## src/rtl/dbg_run_ctrl.sv

```systemverilog
// rtl/dbg_run_ctrl.sv - debug run-control unit between core commit stage and debugger
//
// Purpose:
//   Watches the retire stream, stalls the core when halted or draining, and
//   executes host run/halt/step/breakpoint commands. Reports halt state, cause
//   and the PC/encoding of the last retired instruction, and counts retirements.
//
// Ports:
//   clk, reset          single clock; asynchronous active-low reset
//   commit_valid        one instruction retires this cycle
//   commit_pc/inst      PC and encoding of the retiring instruction
//   commit_brk/ivd      retiring instruction is ebreak / illegal
//   core_idle           nothing in flight in the core
//   cmd_valid/ready     host command handshake
//   cmd_op/idx/addr     command opcode, breakpoint slot, breakpoint PC
//   cmd_err             one-cycle pulse for an illegal or ignored command
//   core_stall          core must not issue
//   halted, halt_cause  halt status and reason
//   halt_pc/inst        last retired instruction at halt time
//   instret             retired-instruction counter (wraps)

module dbg_run_ctrl #(
  parameter int NUM_BP       = 4,
  parameter int CNT_W        = 32,
  parameter bit START_HALTED = 1'b0
) (
  input  logic             clk,
  input  logic             reset,
  input  logic             commit_valid,
  input  logic [31:0]      commit_pc,
  input  logic [31:0]      commit_inst,
  input  logic             commit_brk,
  input  logic             commit_ivd,
  input  logic             core_idle,
  input  logic             cmd_valid,
  output logic             cmd_ready,
  input  logic [2:0]       cmd_op,
  input  logic [2:0]       cmd_idx,
  input  logic [31:0]      cmd_addr,
  output logic             cmd_err,
  output logic             core_stall,
  output logic             halted,
  output logic [2:0]       halt_cause,
  output logic [31:0]      halt_pc,
  output logic [31:0]      halt_inst,
  output logic [CNT_W-1:0] instret
);

  localparam logic [1:0] ST_RUNNING  = 2'd0;
  localparam logic [1:0] ST_HALTED   = 2'd1;
  localparam logic [1:0] ST_DRAINING = 2'd2;
  localparam logic [1:0] ST_STEPPING = 2'd3;

  localparam logic [2:0] CAUSE_NONE    = 3'd0;
  localparam logic [2:0] CAUSE_RESET   = 3'd1;
  localparam logic [2:0] CAUSE_HOST    = 3'd2;
  localparam logic [2:0] CAUSE_STEP    = 3'd3;
  localparam logic [2:0] CAUSE_BP      = 3'd4;
  localparam logic [2:0] CAUSE_EBREAK  = 3'd5;
  localparam logic [2:0] CAUSE_ILLEGAL = 3'd6;

  localparam logic [2:0] OP_RUN    = 3'd0;
  localparam logic [2:0] OP_HALT   = 3'd1;
  localparam logic [2:0] OP_STEP   = 3'd2;
  localparam logic [2:0] OP_SET_BP = 3'd3;
  localparam logic [2:0] OP_CLR_BP = 3'd4;

  localparam logic [3:0] NUM_BP_L = 4'(NUM_BP);

  localparam logic [1:0] ST_RESET    = START_HALTED ? ST_HALTED : ST_RUNNING;
  localparam logic [2:0] CAUSE_RST_V = START_HALTED ? CAUSE_RESET : CAUSE_NONE;

  logic [1:0]        state;
  logic [1:0]        state_nxt;
  logic [2:0]        cause_nxt;
  logic [31:0]       pc_nxt;
  logic [31:0]       inst_nxt;
  logic [NUM_BP-1:0] bp_en;
  logic [31:0]       bp_addr [NUM_BP];

  logic       bp_hit;
  logic       cmd_acc;
  logic       idx_ok;
  logic       cmd_bad;
  logic       bp_wr;
  logic [2:0] evt_cause;
  logic       evt;

  always_comb begin
    bp_hit = 1'b0;
    for (int i = 0; i < NUM_BP; i++) begin
      if (bp_en[i] && (bp_addr[i] == commit_pc)) bp_hit = 1'b1;
    end
  end

  always_comb begin
    cmd_acc = cmd_valid && cmd_ready;
    idx_ok  = {1'b0, cmd_idx} < NUM_BP_L;
    // STEP is meaningless while running; it is accepted but flagged.
    cmd_bad = cmd_acc && ((cmd_op > OP_CLR_BP) ||
                          (((cmd_op == OP_SET_BP) || (cmd_op == OP_CLR_BP)) && !idx_ok) ||
                          ((cmd_op == OP_STEP) && (state == ST_RUNNING)));
    bp_wr   = cmd_acc && !cmd_bad && ((cmd_op == OP_SET_BP) || (cmd_op == OP_CLR_BP));

    // Halt-event priority: illegal > ebreak > breakpoint > step completion.
    evt_cause = CAUSE_NONE;
    if (commit_valid) begin
      if (commit_ivd)                  evt_cause = CAUSE_ILLEGAL;
      else if (commit_brk)             evt_cause = CAUSE_EBREAK;
      else if (bp_hit)                 evt_cause = CAUSE_BP;
      else if (state == ST_STEPPING)   evt_cause = CAUSE_STEP;
    end
    evt = (evt_cause != CAUSE_NONE);

    state_nxt = state;
    cause_nxt = halt_cause;
    pc_nxt    = halt_pc;
    inst_nxt  = halt_inst;

    case (state)
      ST_RUNNING: begin
        if (evt) begin
          state_nxt = ST_HALTED;
          cause_nxt = evt_cause;
          pc_nxt    = commit_pc;
          inst_nxt  = commit_inst;
        end else if (cmd_acc && (cmd_op == OP_HALT)) begin
          state_nxt = ST_DRAINING;
        end
      end
      ST_DRAINING: begin
        if (evt) begin
          state_nxt = ST_HALTED;
          cause_nxt = evt_cause;
          pc_nxt    = commit_pc;
          inst_nxt  = commit_inst;
        end else begin
          // Track the last retirement so a host halt reports where it stopped.
          if (commit_valid) begin
            pc_nxt   = commit_pc;
            inst_nxt = commit_inst;
          end
          if (core_idle) begin
            state_nxt = ST_HALTED;
            cause_nxt = CAUSE_HOST;
          end
        end
      end
      ST_HALTED: begin
        if (cmd_acc && (cmd_op == OP_RUN)) begin
          state_nxt = ST_RUNNING;
          cause_nxt = CAUSE_NONE;
        end else if (cmd_acc && (cmd_op == OP_STEP)) begin
          state_nxt = ST_STEPPING;
        end
      end
      ST_STEPPING: begin
        // Any commit here is a halt event (at least STEP).
        if (evt) begin
          state_nxt = ST_HALTED;
          cause_nxt = evt_cause;
          pc_nxt    = commit_pc;
          inst_nxt  = commit_inst;
        end
      end
      default: state_nxt = ST_RESET;
    endcase
  end

  always_ff @(posedge clk or negedge reset) begin
    if (!reset) begin
      state      <= ST_RESET;
      halt_cause <= CAUSE_RST_V;
      halt_pc    <= '0;
      halt_inst  <= '0;
      instret    <= '0;
      cmd_err    <= 1'b0;
      cmd_ready  <= 1'b1;
      core_stall <= START_HALTED;
      halted     <= START_HALTED;
      bp_en      <= '0;
      for (int i = 0; i < NUM_BP; i++) bp_addr[i] <= '0;
    end else begin
      state      <= state_nxt;
      halt_cause <= cause_nxt;
      halt_pc    <= pc_nxt;
      halt_inst  <= inst_nxt;
      cmd_err    <= cmd_bad;
      cmd_ready  <= (state_nxt == ST_RUNNING) || (state_nxt == ST_HALTED);
      core_stall <= (state_nxt == ST_HALTED) || (state_nxt == ST_DRAINING);
      halted     <= (state_nxt == ST_HALTED);
      if (commit_valid) instret <= instret + {{(CNT_W-1){1'b0}}, 1'b1};
      for (int i = 0; i < NUM_BP; i++) begin
        if (bp_wr && (cmd_idx == 3'(i))) begin
          bp_en[i] <= (cmd_op == OP_SET_BP);
          if (cmd_op == OP_SET_BP) bp_addr[i] <= cmd_addr;
        end
      end
    end
  end

endmodule

```

## config.mk

```make
export PLATFORM = sky130hd
export DESIGN_NAME = dbg_run_ctrl
export DESIGN_NICKNAME = d
export VERILOG_FILES = /design/src/rtl/dbg_run_ctrl.sv
export SDC_FILE = /design/constraint.sdc
export NUM_CORES = 1
export LEC_CHECK = 0
export ABC_CLOCK_PERIOD_IN_PS = 5200
export BUFFER_PORTS_ARGS = -buffer_cell sky130_fd_sc_hd__buf_2
export CAP_MARGIN = 20
export CORE_MARGIN = 5
export CORE_UTILIZATION = 50
export DETAILED_ROUTE_END_ITERATION = 16
export PLACE_DENSITY = 0.76
export SYNTH_ARGS = -nofsm -noshare
export SYNTH_HDL_FRONTEND = slang
export SYNTH_SLANG_ARGS = --single-unit
```

## constraint.sdc

```tcl
create_clock -name clk -period 5.2 [get_ports clk]
set_input_delay 0.26 -clock clk [delete_from_list [all_inputs] [get_ports clk]]
set_output_delay 0.26 -clock clk [all_outputs]
set_load 0.02 [all_outputs]
```

=== Word level (Yosys, flattened, before mapping) ===
Cells that the tools add are included.

* Add/subtract/negate cells: 1
* Multiply operators: 0
* Divide/modulo/power cells: 0
* Magnitude comparators: 2
* Equal/unequal tests: 20
* Shift-type cells: 0
* Multiplexer cells: 30
* Bitwise operators: 0
* Reductions and logical operators: 37

{| class="wikitable"
|+ Operator list
! operator !! number
|-
| 2-to-1 mux 32 bit || 6
|-
| == test 32 bit || 4
|-
| case mux 32 bit (2 select lines) || 2
|-
| adder 32 x 1 -> 32 bit (second input constant) || 1
|-
| 2-to-1 mux 3 bit || 8
|-
| logical AND 1 bit || 17
|-
| 2-to-1 mux 2 bit || 8
|-
| == test 3 x 2 -> 1 bit (second input constant) || 4
|-
| case mux 3 bit (3 select lines) || 1
|-
| case mux 2 bit (4 select lines) || 1
|-
| AND reduction 2 bit || 4
|-
| == test 2 bit (second input constant) || 3
|-
| == test 3 x 1 -> 1 bit (second input constant) || 2
|-
| logical NOT 3 bit || 2
|-
| != test 3 bit (second input constant) || 2
|-
| AND reduction 3 bit || 2
|-
| logical OR 1 bit || 5
|-
| == test 2 x 1 -> 1 bit (second input constant) || 2
|-
| logical NOT 2 bit || 2
|-
| 2-to-1 mux 1 bit || 4
|-
| == test 3 bit (second input constant) || 1
|-
| greater-than comparator 3 bit (second input constant) || 1
|-
| less-than comparator 3 bit (second input constant) || 1
|-
| nonzero test 3 bit || 1
|-
| 5 further kinds || 6
|}

* Register bits after elaboration: 237
* Latch bits: 0
* Bits in writable memories: 0
* Bits in read-only memories: 0
* Input port bits: 109
* Output and inout port bits: 103
* Logic and storage cells: 107
* Memories kept: 0

=== Longest topological paths before layout ===
Gate-level depths: netlist of the first run.

* Depth after elaboration: 15
* Gate-level depth with buffers: 10

=== Worst setup path before layout of the first run ===
No wires, ideal clock.

* Path kind: register to register
* Start: register cmd_ready
* End: register bp_addr[40] (netlist bit)
* Data arrival time: 2266 ps
* Setup slack: 2810 ps
* Stages on the path, launching flop included: 7
* Buffers on the path: 2
* Clock period less this slack: 2390 ps
* Cells stage by stage: dfstp_2 > nand2_1 > or3_1 > clkbuf_1 > nor2_1 > buf_2 > mux2_2

* Cells in the longest elaborated chain, start to end: 7

{| class="wikitable"
|+ Ends and longest elaborated chain
! element !! line !! text
|-
| from (decl) || 36 || <nowiki>output logic cmd_ready,</nowiki>
|-
| from (signal assigned) || 189 || <nowiki>cmd_ready <= (state_nxt == ST_RUNNING) || (state_nxt == ST_HALTED);</nowiki>
|-
| logical AND 1 bit * || 97 || <nowiki>cmd_acc = cmd_valid && cmd_ready;</nowiki>
|-
| logical AND 1 bit || 100 || <nowiki>cmd_bad = cmd_acc && ((cmd_op > OP_CLR_BP) ||</nowiki>
|-
| logical NOT 1 bit || 103 || <nowiki>bp_wr = cmd_acc && !cmd_bad && ((cmd_op == OP_SET_BP) || (cmd_op == OP_CLR_BP));</nowiki>
|-
| logical AND 1 bit * (2 in a row) || 103 ||
|-
| logical AND 1 bit * || 194 || <nowiki>if (bp_wr && (cmd_idx == 3'(i))) begin</nowiki>
|-
| AND reduction 2 bit (no source line) * || n/a ||
|-
| to (signal, indexed assignment) || 196 || <nowiki>if (cmd_op == OP_SET_BP) bp_addr[i] <= cmd_addr;</nowiki>
|-
| to (decl) || 79 || <nowiki>logic [31:0] bp_addr [NUM_BP];</nowiki>
|}

Mark *: on every way between the ends. The rest lies on a longest branch, timed or not.
A chain may end at the register's enable or synchronous reset.

=== Final worst setup path of the first run ===
* Start: register bp_addr[67] (netlist bit)
* End: register halt_inst[20]

* Cells in the longest elaborated chain, start to end: 12

{| class="wikitable"
|+ Ends and longest elaborated chain
! element !! line !! text
|-
| == test 32 bit * || 92 || <nowiki>if (bp_en[i] && (bp_addr[i] == commit_pc)) bp_hit = 1'b1;</nowiki>
|-
| logical AND 1 bit * || 92 ||
|-
| 2-to-1 mux 1 bit * (3 in a row) || 92 ||
|-
| 2-to-1 mux 3 bit * || 110 || <nowiki>else if (bp_hit) evt_cause = CAUSE_BP;</nowiki>
|-
| 2-to-1 mux 3 bit * || 109 || <nowiki>else if (commit_brk) evt_cause = CAUSE_EBREAK;</nowiki>
|-
| 2-to-1 mux 3 bit * || 108 || <nowiki>if (commit_ivd) evt_cause = CAUSE_ILLEGAL;</nowiki>
|-
| 2-to-1 mux 3 bit * || 107 || <nowiki>if (commit_valid) begin</nowiki>
|-
| nonzero test 3 bit * || 113 || <nowiki>evt = (evt_cause != CAUSE_NONE);</nowiki>
|-
| != test 3 bit (no source line) (tied with other cells) || n/a ||
|-
| AND reduction 3 bit (no source line) / case mux 32 bit (2 select lines) (equally long branches) || n/a ||
|-
| to (signal assigned) || 187 || <nowiki>halt_inst <= inst_nxt;</nowiki>
|-
| to (decl) || 45 || <nowiki>output logic [31:0] halt_inst,</nowiki>
|}

Marks and branches as above.

==> results by group, run 1 <==
Flow run
  – Maximum Capacitance Violations: 0

Finish
  – FF+latch area: 0.005932 mm²
  – FILL cells: 1694
  – Layout cells sized above 1: 0.3485
  – N_diodes: 0
  – Leading cell type in the layout, fill and taps excluded: dfrtp_1
  – # nets final: 1216
  – Most frequent cells in the layout: dfrtp_1 (236), buf_2 (210), mux2_2 (123), xnor2_1 (118), mux2_1 (60)
  – Area added between synthesis and finish: 22.81%
  – Post-route cell area: 0.01347 mm²
  – Multi-input logic area: 0.004677 mm²

Hold path
  – Hold path start: cmd_addr[18]
  – Hold Path Stages: 2
  – Worst Hold End: bp_addr[114]$_DFFE_PN0P_
  – Hold Path Class: in2reg

Synth
  – Post-synth ARST share: 1.000
  – Mapped Nets: 983
  – Sequential fraction of the synthesis area: 0.5408
  – Top FF cell, synth: dfrtp_1
  – Distinct cells, synth: 49
  – FF+latch count, synth: 237
  – Share of the synthesized area in the top cell type: 0.5384
  – Synth top area cells: dfrtp_1 (54%), mux2_2 (13%), xnor2_1 (9.4%)
  – Post-synth top area cell: dfrtp_1
  – Post-synth EDFFs: 0
  – Syn Area/Cell: 12.65 µm²
  – YS warnings: 0
  – Post-Syn Area: 0.01097 mm²
  – Mapped Cells: 867

Placed design
  – Setup Slack @ Placement: 2.544 ns
  – PortBufs: 211
  – DP Wirelength: 18.95 mm
  – Area after DPL: 0.01218 mm²
  – Placer Congestion: 0.9547

Die
  – Width of the die: 158.1 µm
  – Die area: 0.02500 mm²
  – I/O Pins: 212
  – Row cnt: 54
  – Initial Utilization: 0.5058
  – CORE AREA: 0.02169 mm²
  – DIE HEIGHT: 158.1 µm

STA
  – Worst-Margin Slew: 0.7387 ns
  – Setup TNS: 0 ns
  – Tcrit/Tclk final: 0.4978
  – FMAX: 386.3 MHz
  – Rel. slew slack: 0.5011
  – Final Slew Violations: 0
  – Setup violators final: 0
  – Final worst slack: 2.611 ns
  – Final Critical Period: 2.589 ns
  – Final hold violation count: 0
  – Clock skew: 0.01079 ns
  – RSZ-0062 raised after global routing: no

Worst setup path
  – Max FO, Critical Path: 44
  – R2r endpoint: halt_inst[20]$_DFFE_PN0P_
  – Crit. End Element: flop
  – Worst r2r src: bp_addr[67]$_DFFE_PN0P_
  – Critical Path Source: bp_addr[67]$_DFFE_PN0P_
  – Critical-path top delay cell: mux2_1
  – Crit Path Class: reg2reg
  – Worst R2R Setup Slack: 2.61 ns
  – Worst path max stage delay: 0.39 ns
  – Worst-case reg-to-reg path depth: 8
  – Cell Chain, Critical Path: nor2b_1 > a2111o_1 > nor4_1 > nand4_1 > nand4_2 > o41ai_4 > buf_4 > mux2_1
  – Setup crit start kind: flop
  – Worst Path Arrival: 2.98 ns
  – Crit path required time: 5.59 ns

Drt
  – Final wirelength: 27.06 mm
  – Drt wl/cell: 19.34 µm
  – DRC: 0
  – DRT Pass-1 Iters: 4
  – Initial DRC Count: 548
  – Via/cell ratio: 5.358
  – ANT nets after route: 0
  – Via count: 7496

Clocking
  – H-tree Lvls: 1
  – Post-CTS setup buffer count: 0
  – CTS tree: built
  – Worst-path clk slew: 0.06 ns
  – Clock Tree Root: clkbuf_16
  – Clk_lat worst skew: 0.52 ns
  – CTS sink count: 237
  – Total CTS buffers: 26
  – Worst-case clock buffer depth: 3

Global routing
  – Grt total ovfl: 0
  – First-pass GRT wire length: 42.58 mm
  – Largest net degree at the start of global routing: 141
  – Initial antenna violation count: 1
  – Total GRT Usage: 0.2142
  – Vias in the first global route: 7830

Run status
  – Status: finished, final reports clean

Power and ir drop
  – Leak pwr: 6.293 nW
  – Pwr per Cell Area: 481.1 mW/mm²
  – IR drop worst, VDD: 409.6 µV
==> worst max-delay path, delay by kind of cell (launching register included) <==
| kind | cells | cell delay, ns |
|---|---|---|
| compound gates | 2 | 0.46 |
| buf+inv | 1 | 0.34 |
| flops | 1 | 0.38 |
| mux | 1 | 0.39 |
| simple gates | 4 | 0.87 |
==> repair_timing <==
action                                 in CTS  in global routing
setup endpoints to repair                   0                  0
gates resized for setup                     0                  0
endpoints found under the hold margin     136                  0
hold buffers                               38                  0
==> metal layers <==
metal / global-route usage / part of all wire / vias to the layer above
met4: 0.06174 / 0.025 / 2
met3: 0.03445 / 0.052 / 50
met2: 0.3606 / 0.50 / 222
met1: 0.2885 / 0.43 / 3737
li1: - / - / 3485
met5: 0 / 0.00026 / -
==> report_power, final <==
group / internal, mW / leakage [nW] / total (mW) / switching [mW]
Combinational: 0.830 / 2.81 / 1.91 / 1.08
Clock: 1.21 / 0.446 / 1.93 / 0.724
Sequential: 2.35 / 3.04 / 2.63 / 0.287
==> registers in the layout (all words and copies together) (netlist names), 2 cells and up <==
register and cells:
bp_addr 128, bp_en 4, halt_cause 3, halt_inst 32
halt_pc 32, instret 32, state 2
==> logic make-up after synthesis <==
logic type	share of synthesized area
flip-flops	0.5408
multiplexers	0.1879
buffers and inverters	0.03411
AO/OA/AOI/OAI	0.04027
AND/OR/NAND/NOR	0.08041
XOR/XNOR	0.1086
adder cells (fa/ha/maj)	0.007984
==> synthesized netlist by cell type (7+ instances only) <==
library cell and count:
nand4_1 25, xnor2_1 118, ha_1 7, o21ai_0 22
clkbuf_1 7, dfrtp_1 236, and3_1 10, buf_2 37
mux2_1 60, xor2_1 18, mux2_2 123, nor4_1 7
inv_1 24, nand3_1 17, nand2_1 37, nor2b_1 8
nand2b_1 14, nor2_1 29
==> stage by stage <==
| step | util | cells | total power [mW] | hold slack (ns) |
|---|---|---|---|---|
| 5_1_grt | 0.6211 | 1399 | 6.824 | 0.006705 |
| 3_5_place_dp | 0.5616 | 1314 | 4.561 | 0.3457 |
| 3_3_place_gp | 0.5616 | 1314 | 4.497 | 0.3396 |
| 4_1_cts | 0.6211 | 1399 | 6.535 | 0.002938 |
| 2_1_floorplan | - | 867 | 3.910 | -0.03559 |
| 6_report | 0.6211 | 1399 | 6.481 | 0.01828 |
==> final cells by class <==
class	count	share of cell area
Tap cell	280	0.02601
Sequential cell	237	0.4403
Inverter	24	0.006687
Clock inverter	4	0.007059
Multi-Input combinational cell	555	0.3472
Clock buffer	43	0.06056
Timing Repair Buffer	256	0.1122
==> how the worst max path moves through the flow <==
stage | endpoint | cells after the start
after floorplan | bp_addr[40]$_DFFE_PN0P_ | 6
after global placement | halt_pc[24]$_DFFE_PN0P_ | 9
after detailed placement | halt_inst[16]$_DFFE_PN0P_ | 9
after CTS | halt_inst[16]$_DFFE_PN0P_ | 8
after global routing | cmd_ready$_DFF_PN1_ | 9
final | halt_inst[20]$_DFFE_PN0P_ | 8
No activity file was read; power rests on OpenSTA's default activity.
==> run 2, diff against run 1 <==
--- a/config.mk
+++ b/config.mk
@@ -5,13 +5,14 @@
 export SDC_FILE = /design/constraint.sdc
 export NUM_CORES = 1
 export LEC_CHECK = 0
-export ABC_CLOCK_PERIOD_IN_PS = 5200
+export ABC_AREA = 1
+export ABC_CLOCK_PERIOD_IN_PS = 2300
 export BUFFER_PORTS_ARGS = -buffer_cell sky130_fd_sc_hd__buf_2
 export CAP_MARGIN = 20
 export CORE_MARGIN = 5
 export CORE_UTILIZATION = 50
 export DETAILED_ROUTE_END_ITERATION = 16
-export PLACE_DENSITY = 0.76
+export PLACE_DENSITY = 0.78
 export SYNTH_ARGS = -nofsm -noshare
 export SYNTH_HDL_FRONTEND = slang
 export SYNTH_SLANG_ARGS = --single-unit
==> constraint.sdc (replaced) <==
create_clock -name clk -period 2.3 [get_ports clk]
set_input_delay 0.115 -clock clk [delete_from_list [all_inputs] [get_ports clk]]
set_output_delay 0.115 -clock clk [all_outputs]
set_load 0.02 [all_outputs]
==> results by group, run 2 <==
Worst setup path
  – Crit Path Class: reg2reg (unchanged)
  – Max FO, Critical Path: 4 (was 44)
  – CP delay by family, top: simple AND/OR/NAND/NOR gates (unchanged)
  – Cell Chain, Critical Path: xor2_1 > nor3b_2 > buf_4 > nand3_1 > nor2_1 > nor2_2 > nand3_1 > nand2_2 > nand4_1 > nand2_1 > nand2_1 > nand2_2 > inv_4 > ha_4 > or2_4 (was nor2b_1 > a2111o_1 > nor4_1 > nand4_1 > nand4_2 > o41ai_4 > buf_4 > mux2_1)
  – Worst Path Arrival: 2.91 ns (was 2.98 ns)
  – R2r endpoint: cmd_ready$_DFF_PN1_ (was halt_inst[20]$_DFFE_PN0P_)
  – Worst R2R Setup Slack: -0.14 ns (was 2.61 ns)
  – Worst path bufs/invs: 2 (was 1)
  – Critical-path top delay cell: dfrtp_1 (was mux2_1)
  – Worst-case reg-to-reg path depth: 15 (was 8)
  – Critical Path Source: bp_addr[77]$_DFFE_PN0P_ (was bp_addr[67]$_DFFE_PN0P_)
  – Setup crit start kind: flop (unchanged)
  – Crit. End Element: flop (unchanged)
  – Worst path max stage delay: 0.40 ns (was 0.39 ns)
  – Worst r2r src: bp_addr[77]$_DFFE_PN0P_ (was bp_addr[67]$_DFFE_PN0P_)
  – Crit path required time: 2.77 ns (was 5.59 ns)

Synth
  – Share of the synthesized area in the top cell type: 0.4963 (was 0.5384)
  – Synth top cells by count: nand2_1 (514), dfrtp_1 (236), o21ai_0 (145) (was dfrtp_1 (236), mux2_2 (123), xnor2_1 (118))
  – Cell with the most instances after synthesis: nand2_1 (was dfrtp_1)
  – Syn Area/Cell: 8.122 µm² (was 12.65 µm²)
  – Synth top area cells: dfrtp_1 (50%), nand2_1 (16%), o21ai_0 (6.1%) (was dfrtp_1 (54%), mux2_2 (13%), xnor2_1 (9.4%))
  – Distinct cells, synth: 37 (was 49)
  – Mapped Nets: 1581 (was 983)
  – Post-synth top area cell: dfrtp_1 (unchanged)
  – Post-synth ARST share: 1.000 (unchanged)
  – Post-Syn Area: 0.01190 mm² (was 0.01097 mm²)
  – Mapped Cells: 1465 (was 867)
  – YS warnings: 0 (unchanged)
  – FF+latch count, synth: 237 (unchanged)
  – Top FF cell, synth: dfrtp_1 (unchanged)
  – Sequential fraction of the synthesis area: 0.4985 (was 0.5408)
  – Post-synth EDFFs: 0 (unchanged)

Clocking
  – Worst-path clk slew: 0.06 ns (about the same)
  – CTS sink count: 237 (unchanged)
  – Clk_lat worst skew: 0.54 ns (was 0.52 ns)
  – Worst-case clock buffer depth: 3 (unchanged)
  – CTS tree: built (unchanged)
  – Total CTS buffers: 27 (was 26)
  – H-tree Lvls: 1 (unchanged)
  – Clock Tree Root: clkbuf_16 (unchanged)

Finish
  – FF+latch area: 0.005932 mm² (unchanged)
  – Area added between synthesis and finish: 36.62% (was 22.81%)
  – Max reg flops: 128 (unchanged)
  – Reg with most FFs: bp_addr (unchanged)
  – # nets final: 1963 (was 1216)
  – Leading cell type in the layout, fill and taps excluded: nand2_1 (was dfrtp_1)
  – Multi-input logic area: 0.005260 mm² (was 0.004677 mm²)
  – FILL cells: 1825 (was 1694)
  – Layout cells sized above 1: 0.2676 (was 0.3485)
  – Post-route cell area: 0.01626 mm² (was 0.01347 mm²)
  – Most frequent cells in the layout: nand2_1 (502), dfrtp_1 (236), buf_2 (209), o21ai_0 (137), inv_1 (132) (was dfrtp_1 (236), buf_2 (210), mux2_2 (123), xnor2_1 (118), mux2_1 (60))

Drt
  – ANT nets after route: 0 (unchanged)
  – Initial DRC Count: 981 (was 548)
  – DRC: 0 (unchanged)
  – Via/cell ratio: 5.141 (was 5.358)
  – Final wirelength: 38.97 mm (was 27.06 mm)
  – Via count: 11240 (was 7496)
  – Drt wl/cell: 17.83 µm (was 19.34 µm)
  – DRT Pass-1 Iters: 5 (was 4)

Die
  – Width of the die: 164.3 µm (was 158.1 µm)
  – I/O Pins: 212 (unchanged)
  – Initial Utilization: 0.5069 (was 0.5058)
  – DIE HEIGHT: 164.3 µm (was 158.1 µm)
  – Row cnt: 56 (was 54)
  – CORE AREA: 0.02347 mm² (was 0.02169 mm²)
  – Die area: 0.02698 mm² (was 0.02500 mm²)

Global routing
  – Grt total ovfl: 0 (unchanged)
  – Largest net degree at the start of global routing: 79 (was 141)
  – Vias in the first global route: 11320 (was 7830)
  – Total GRT Usage: 0.2862 (was 0.2142)
  – Initial antenna violation count: 1 (unchanged)
  – First-pass GRT wire length: 60.40 mm (was 42.58 mm)

STA
  – Worst-Margin Slew: 0.6471 ns (was 0.7387 ns)
  – Tcrit/Tclk final: 1.062 (was 0.4978)
  – Final worst slack: -0.1430 ns (was 2.611 ns)
  – Hold slack: 0.01776 ns (was 0.01828 ns)
  – Clock skew: 0.01069 ns (was 0.01079 ns)
  – Final hold violation count: 0 (unchanged)
  – RSZ-0062 raised after global routing: yes (was no)
  – Rel. slew slack: 0.5686 (was 0.5011)
  – FMAX: 409.3 MHz (was 386.3 MHz)
  – Setup violators final: 68 (was 0)
  – Final Critical Period: 2.443 ns (was 2.589 ns)
  – Final Slew Violations: 0 (unchanged)

Hold path
  – Hold Path Class: in2reg (unchanged)
  – Hold Path Stages: 4 (was 2)
  – Hold path start: commit_pc[6] (was cmd_addr[18])
  – Worst Hold End: halt_pc[6]$_DFFE_PN0P_ (was bp_addr[114]$_DFFE_PN0P_)

Power and ir drop
  – IR drop worst, VDD: 827.1 µV (was 409.6 µV)
  – Leak pwr: 8.254 nW (was 6.293 nW)
  – Pwr per Cell Area: 992.4 mW/mm² (was 481.1 mW/mm²)

Placed design
  – Area after DPL: 0.01379 mm² (was 0.01218 mm²)
  – Placer Congestion: 1.006 (was 0.9547)
  – DP Wirelength: 26.07 mm (was 18.95 mm)
  – PortBufs: 211 (unchanged)

Run status
  – Failing checks: setup timing
  – Status: complete, but fails checks (was finished, final reports clean)

Flow run
  – Maximum Capacitance Violations: 0 (unchanged)
-- run 2: cell types whose count changed after synthesis, moves of 15 or more --
cell      previous run  this run
nand2_1             37       514
mux2_2             123         0
o21ai_0             22       145
inv_1               24       136
xnor2_1            118        27
nor2_1              29        92
nand3_2              0        62
mux2_1              60         0
o21ai_1              0        33
nand3_1             17        37
xor2_1              18        37
nand4_1             25         7
inv_2                0        16
clkbuf_1             7        22
-- run 2: routing by layer --
metal | vias to the layer above | global-route usage | part of all wire
met5 | - | 0 | 0
met4 | 0 | 0.09798 | 0.036
met3 | 93 | 0.04542 | 0.075
met2 | 467 | 0.4781 | 0.48
met1 | 5315 | 0.3812 | 0.41
li1 | 5364 | - | -
-- run 2: worst max path at each step --
stage	endpoint	slack (ns)	depth (start not counted)
after CTS	halt_pc[27]$_DFFE_PN0P_	-0.03	17
final	cmd_ready$_DFF_PN1_	-0.14	15
after detailed placement	cmd_ready$_DFF_PN1_	-0.21	20
after global placement	cmd_ready$_DFF_PN1_	-0.17	18
after floorplan	cmd_ready$_DFF_PN1_	0.1	13
after global routing	cmd_ready$_DFF_PN1_	-0.28	16
-- run 2: stage by stage --
step | setup WS, ns | TNS, ns | utilization | power (mW) | cells
after floorplan | 0.09838 | 0 | - | 8.733 | 1465
after global placement | -0.1686 | -6.364 | 0.5874 | 10.17 | 2019
after detailed placement | -0.2070 | -7.724 | 0.5874 | 10.32 | 2019
after CTS | -0.03413 | -1.255 | 0.6834 | 15.78 | 2178
after global routing | -0.2819 | -14.36 | 0.6925 | 16.90 | 2185
final | -0.1430 | -5.295 | 0.6926 | 16.13 | 2186
-- run 2: logic make-up (layout without fill, tap and decap cells) --
group	count (synthesis)	after routing	synth area share
AOI/OAI and AO/OA	190	190	0.08160
xor gates and xnor gates	64	64	0.04711
adders and majority gates	7	7	0.007360
buffers and inverters	210	610	0.07950
DFF	237	237	0.4985
other	0	2	0
and+or+nand+nor	757	757	0.2859
-- run 2: what timing repair did --
action,4_1_cts,5_1_grt
pin swaps,40,33
setup buffers,13,5
hold endpoints to repair,266,0
endpoints found under the setup margin,67,82
resized for setup,41,41
gates cloned,5,2
hold buffers,97,0
-- run 2: cell type report --
cell class / count / share of cell area
tap: 319 / 0.02455
clock inverter: 8 / 0.009236
antenna: 2 / 0.0003079
inverter: 153 / 0.03579
clock buffer: 39 / 0.04926
sequential: 237 / 0.3649
timing repair buffer: 410 / 0.1924
multi-input combinational: 1018 / 0.3236
-- run 2: worst reg2reg max path, cell delays in order, from the launching register on --
cell	delay, ns
dfrtp_1	0.40
xor2_1	0.28
nor3b_2	0.09
buf_4	0.16
nand3_1	0.07
nor2_1	0.06
nor2_2	0.17
nand3_1	0.11
nand2_2	0.13
nand4_1	0.12
nand2_1	0.13
nand2_1	0.09
nand2_2	0.11
inv_4	0.06
ha_4	0.15
or2_4	0.24
-- run 2: where the power goes --
group | internal (mW) | leakage, nW | total (mW) | switching (mW)
registers | 4.97 | 3.13 | 5.46 | 0.486
logic | 2.44 | 4.66 | 6.08 | 3.64
clock network | 2.85 | 0.465 | 4.59 | 1.74
total | 10.3 | 8.25 | 16.1 | 5.87
==> run 3, diff against run 2 <==
--- a/config.mk
+++ b/config.mk
@@ -6,13 +6,13 @@
 export NUM_CORES = 1
 export LEC_CHECK = 0
 export ABC_AREA = 1
-export ABC_CLOCK_PERIOD_IN_PS = 2300
+export ABC_CLOCK_PERIOD_IN_PS = 2650
 export BUFFER_PORTS_ARGS = -buffer_cell sky130_fd_sc_hd__buf_2
 export CAP_MARGIN = 20
 export CORE_MARGIN = 5
 export CORE_UTILIZATION = 50
 export DETAILED_ROUTE_END_ITERATION = 16
-export PLACE_DENSITY = 0.78
+export PLACE_DENSITY = 0.76
 export SYNTH_ARGS = -nofsm -noshare
 export SYNTH_HDL_FRONTEND = slang
 export SYNTH_SLANG_ARGS = --single-unit
==> constraint.sdc (replaced) <==
create_clock -name clk -period 2.65 [get_ports clk]
set_input_delay 0.1325 -clock clk [delete_from_list [all_inputs] [get_ports clk]]
set_output_delay 0.1325 -clock clk [all_outputs]
set_load 0.02 [all_outputs]
==> results by group, run 3 (synthesis results as in run 2) <==
Clocking
  – Worst-path clk slew: 0.06 ns (about the same)
  – Clk_lat worst skew: 0.54 ns (about the same)
  – Clock Tree Root: clkbuf_16 (unchanged)
  – CTS sink count: 237 (unchanged)
  – Worst-case clock buffer depth: 3 (unchanged)
  – CTS tree: built (unchanged)
  – Total CTS buffers: 26 (was 27)
  – H-tree Lvls: 1 (unchanged)

Power and ir drop
  – Clock share of power: 0.293 (was 0.285)
  – P_int: 7.988 mW (was 10.26 mW)
  – Switching power: 4.699 mW (was 5.870 mW)
  – Switching Share: 0.3704 (was 0.3639)
  – Leak pwr: 7.783 nW (was 8.254 nW)
  – Sequential share of power: 0.374 (was 0.338)
  – IR drop worst, VDD: 725.1 µV (was 827.1 µV)
  – Combinational share of power: 0.333 (was 0.377)
  – Pwr per Cell Area: 826.8 mW/mm² (was 992.4 mW/mm²)

Worst setup path
  – Max FO, Critical Path: 6 (was 4)
  – Worst path bufs/invs: 5 (was 2)
  – Crit. End Element: flop (unchanged)
  – Worst R2R Setup Slack: 0.20 ns (was -0.14 ns)
  – Worst Path Arrival: 2.95 ns (was 2.91 ns)
  – Worst path most repeated cell: nand2_1
  – Crit Path Class: in2reg (was reg2reg)
  – Critical-path top delay cell: dlygate4sd3_1 (was dfrtp_1)
  – Worst-case reg-to-reg path depth: 11 (was 15)
  – Setup crit start kind: primary input (was flop)
  – CP delay by family, top: simple AND/OR/NAND/NOR gates (unchanged)
  – WP depth: 22 (was 15)
  – Worst path max stage delay: 0.53 ns (was 0.40 ns)
  – Cell Chain, Critical Path: dlygate4sd3_1 > buf_4 > clkinvlp_4 > buf_4 > nand2_1 > nand2_1 > nor2_1 > nand2_1 > nor2_1 > nand3_1 > nor2_1 > nor2_2 > nand3_2 > nand2_1 > nand2_2 > nand4_1 > nand2_1 > nand2_1 > nand2_1 > inv_1 > ha_1 > or2_2 (was xor2_1 > nor3b_2 > buf_4 > nand3_1 > nor2_1 > nor2_2 > nand3_1 > nand2_2 > nand4_1 > nand2_1 > nand2_1 > nand2_2 > inv_4 > ha_4 > or2_4)
  – R2r endpoint: bp_addr[57]$_DFFE_PN0P_ (was cmd_ready$_DFF_PN1_)
  – Worst r2r src: state[0]$_DFF_PN0_ (was bp_addr[77]$_DFFE_PN0P_)
  – Crit path required time: 3.11 ns (was 2.77 ns)

Flow run
  – Maximum Capacitance Violations: 0 (unchanged)

Global routing
  – Grt total ovfl: 0 (unchanged)
  – Initial antenna violation count: 0 (was 1)
  – Vias in the first global route: 10870 (was 11320)
  – Total GRT Usage: 0.2682 (was 0.2862)
  – Largest net degree at the start of global routing: 83 (was 79)
  – First-pass GRT wire length: 57.59 mm (was 60.40 mm)

STA
  – Final worst slack: 0.1593 ns (was -0.1430 ns)
  – FMAX: 401.5 MHz
  – Setup violators final: 0 (was 68)
  – Final Slew Violations: 0 (unchanged)
  – Worst-Margin Slew: 0.6733 ns (was 0.6471 ns)
  – Rel. slew slack: 0.5511 (was 0.5686)
  – Tcrit/Tclk final: 0.9399
  – Clock skew: 0.02135 ns (was 0.01069 ns)
  – Final Critical Period: 2.491 ns
  – Hold slack: 0.04170 ns (was 0.01776 ns)
  – Setup TNS: 0 ns (was -5.295 ns)
  – Final hold violation count: 0 (unchanged)

Placed design
  – PortBufs: 211 (unchanged)
  – DP Wirelength: 25.04 mm (was 26.07 mm)
  – # placed instances: 1960 (was 2019)
  – Setup Slack @ Placement: 0.02257 ns (was -0.2070 ns)
  – Placer Congestion: 1.020 (was 1.006)

Finish
  – Leading cell type in the layout, fill and taps excluded: nand2_1 (unchanged)
  – Non-filler cells, final: 2118 (was 2186)
  – Max reg flops: 128 (unchanged)
  – N_diodes: 0 (was 2)
  – Reg with most FFs: bp_addr (unchanged)
  – Area added between synthesis and finish: 28.95% (was 36.62%)
  – Final Util: 0.6537 (was 0.6926)
  – Most frequent cells in the layout: nand2_1 (512), dfrtp_1 (236), buf_2 (207), o21ai_0 (139), inv_1 (130) (was nand2_1 (502), dfrtp_1 (236), buf_2 (209), o21ai_0 (137), inv_1 (132))
  – # nets final: 1897 (was 1963)
  – Layout cells sized above 1: 0.2201 (was 0.2676)

Die
  – Die area: 0.02698 mm² (unchanged)
  – CORE AREA: 0.02347 mm² (unchanged)
  – Width of the die: 164.3 µm (unchanged)
  – DIE HEIGHT: 164.3 µm (unchanged)
  – I/O Pins: 212 (unchanged)
  – Initial Utilization: 0.5069 (unchanged)
  – Row cnt: 56 (unchanged)

Run status
  – Status: finished, final reports clean (was complete, but fails checks)

Hold path
  – Hold Path Class: in2reg (unchanged)
  – Hold path start: commit_pc[2] (was commit_pc[6])
  – Hold Path Stages: 4 (unchanged)
  – Worst Hold End: halt_pc[2]$_DFFE_PN0P_ (was halt_pc[6]$_DFFE_PN0P_)

Drt
  – Initial DRC Count: 1025 (was 981)
  – DRC: 0 (unchanged)
  – Via count: 10910 (was 11240)
  – DRT Pass-1 Iters: 5 (unchanged)
  – Final wirelength: 36.59 mm (was 38.97 mm)
  – ANT nets after route: 0 (unchanged)
  – Via/cell ratio: 5.151 (was 5.141)
  – Drt wl/cell: 17.28 µm (was 17.83 µm)
run 3: changes by cell type in the layout (fill, tap and decap cells not counted), sizes merged:
cell	before	now
buf	311	242
bufinv	4	3
clkbuf	41	40
clkinv	1	5
clkinvlp	1	3
diode	2	0
dlygate4sd3	96	101
dlymetal6s4s	1	0
inv	155	150
run 3: worst min-delay path, stage by stage:
cell and delay (ns):
buf_2 0.14, buf_4 0.15, nand3_2 0.06, nand2_1 0.05
run 3: per-layer routing:
metal	GRT usage	vias to the layer above	routed length (µm)
li1	-	5220	-
met1	0.3705	5203	15530
met2	0.4450	427	17600
met3	0.03789	60	2531
met4	0.07472	0	940
met5	0	-	0
run 3: worst max path at each step:
stage,start,to,slack (ns)
floorplan,cmd_ready$_DFF_PN1_,cmd_ready$_DFF_PN1_,0.45
global placement,commit_pc[3],cmd_ready$_DFF_PN1_,0.05
detailed placement,commit_pc[17],cmd_ready$_DFF_PN1_,0.02
CTS,commit_pc[17],cmd_ready$_DFF_PN1_,0.04
global route,commit_pc[21],cmd_ready$_DFF_PN1_,-0.03
finish,commit_pc[21],cmd_ready$_DFF_PN1_,0.16
run 3: power by group through the flow:
stage | clock network (mW) | registers [mW] | logic [mW]
5_1_grt | 3.92 | 4.82 | 4.65
6_report | 3.72 | 4.74 | 4.23
2_1_floorplan | 0 | 5.46 | 2.12
4_1_cts | 3.75 | 4.70 | 4.18
3_5_place_dp | 0 | 4.75 | 4.04
3_3_place_gp | 0 | 4.74 | 3.95
run 3: area by class of cell:
| type | instances | area [µm²] |
|---|---|---|
| timing repair buffer | 345 | 2470 |
| multi-input combinational | 1018 | 5082 |
| tap | 319 | 399.1 |
| sequential | 237 | 5932 |
| clock inverter | 8 | 126.4 |
| clock buffer | 38 | 745.7 |
| fill | 1905 | 8129 |
| inverter | 153 | 588.1 |
run 3: through the flow:
step	total power, mW	area [µm²]
finish	12.69	15340
global placement	8.684	13320
detailed placement	8.789	13320
global route	13.39	15340
floorplan	7.580	11900
CTS	12.64	15200
run 3: repair_timing:
| item | CTS | global route |
|---|---|---|
| setup endpoints to repair | 0 | 58 |
| endpoints found under the hold margin | 270 | 0 |
| hold buffers | 101 | 0 |
| buffers inserted | 0 | 11 |
| gates resized for setup | 0 | 28 |
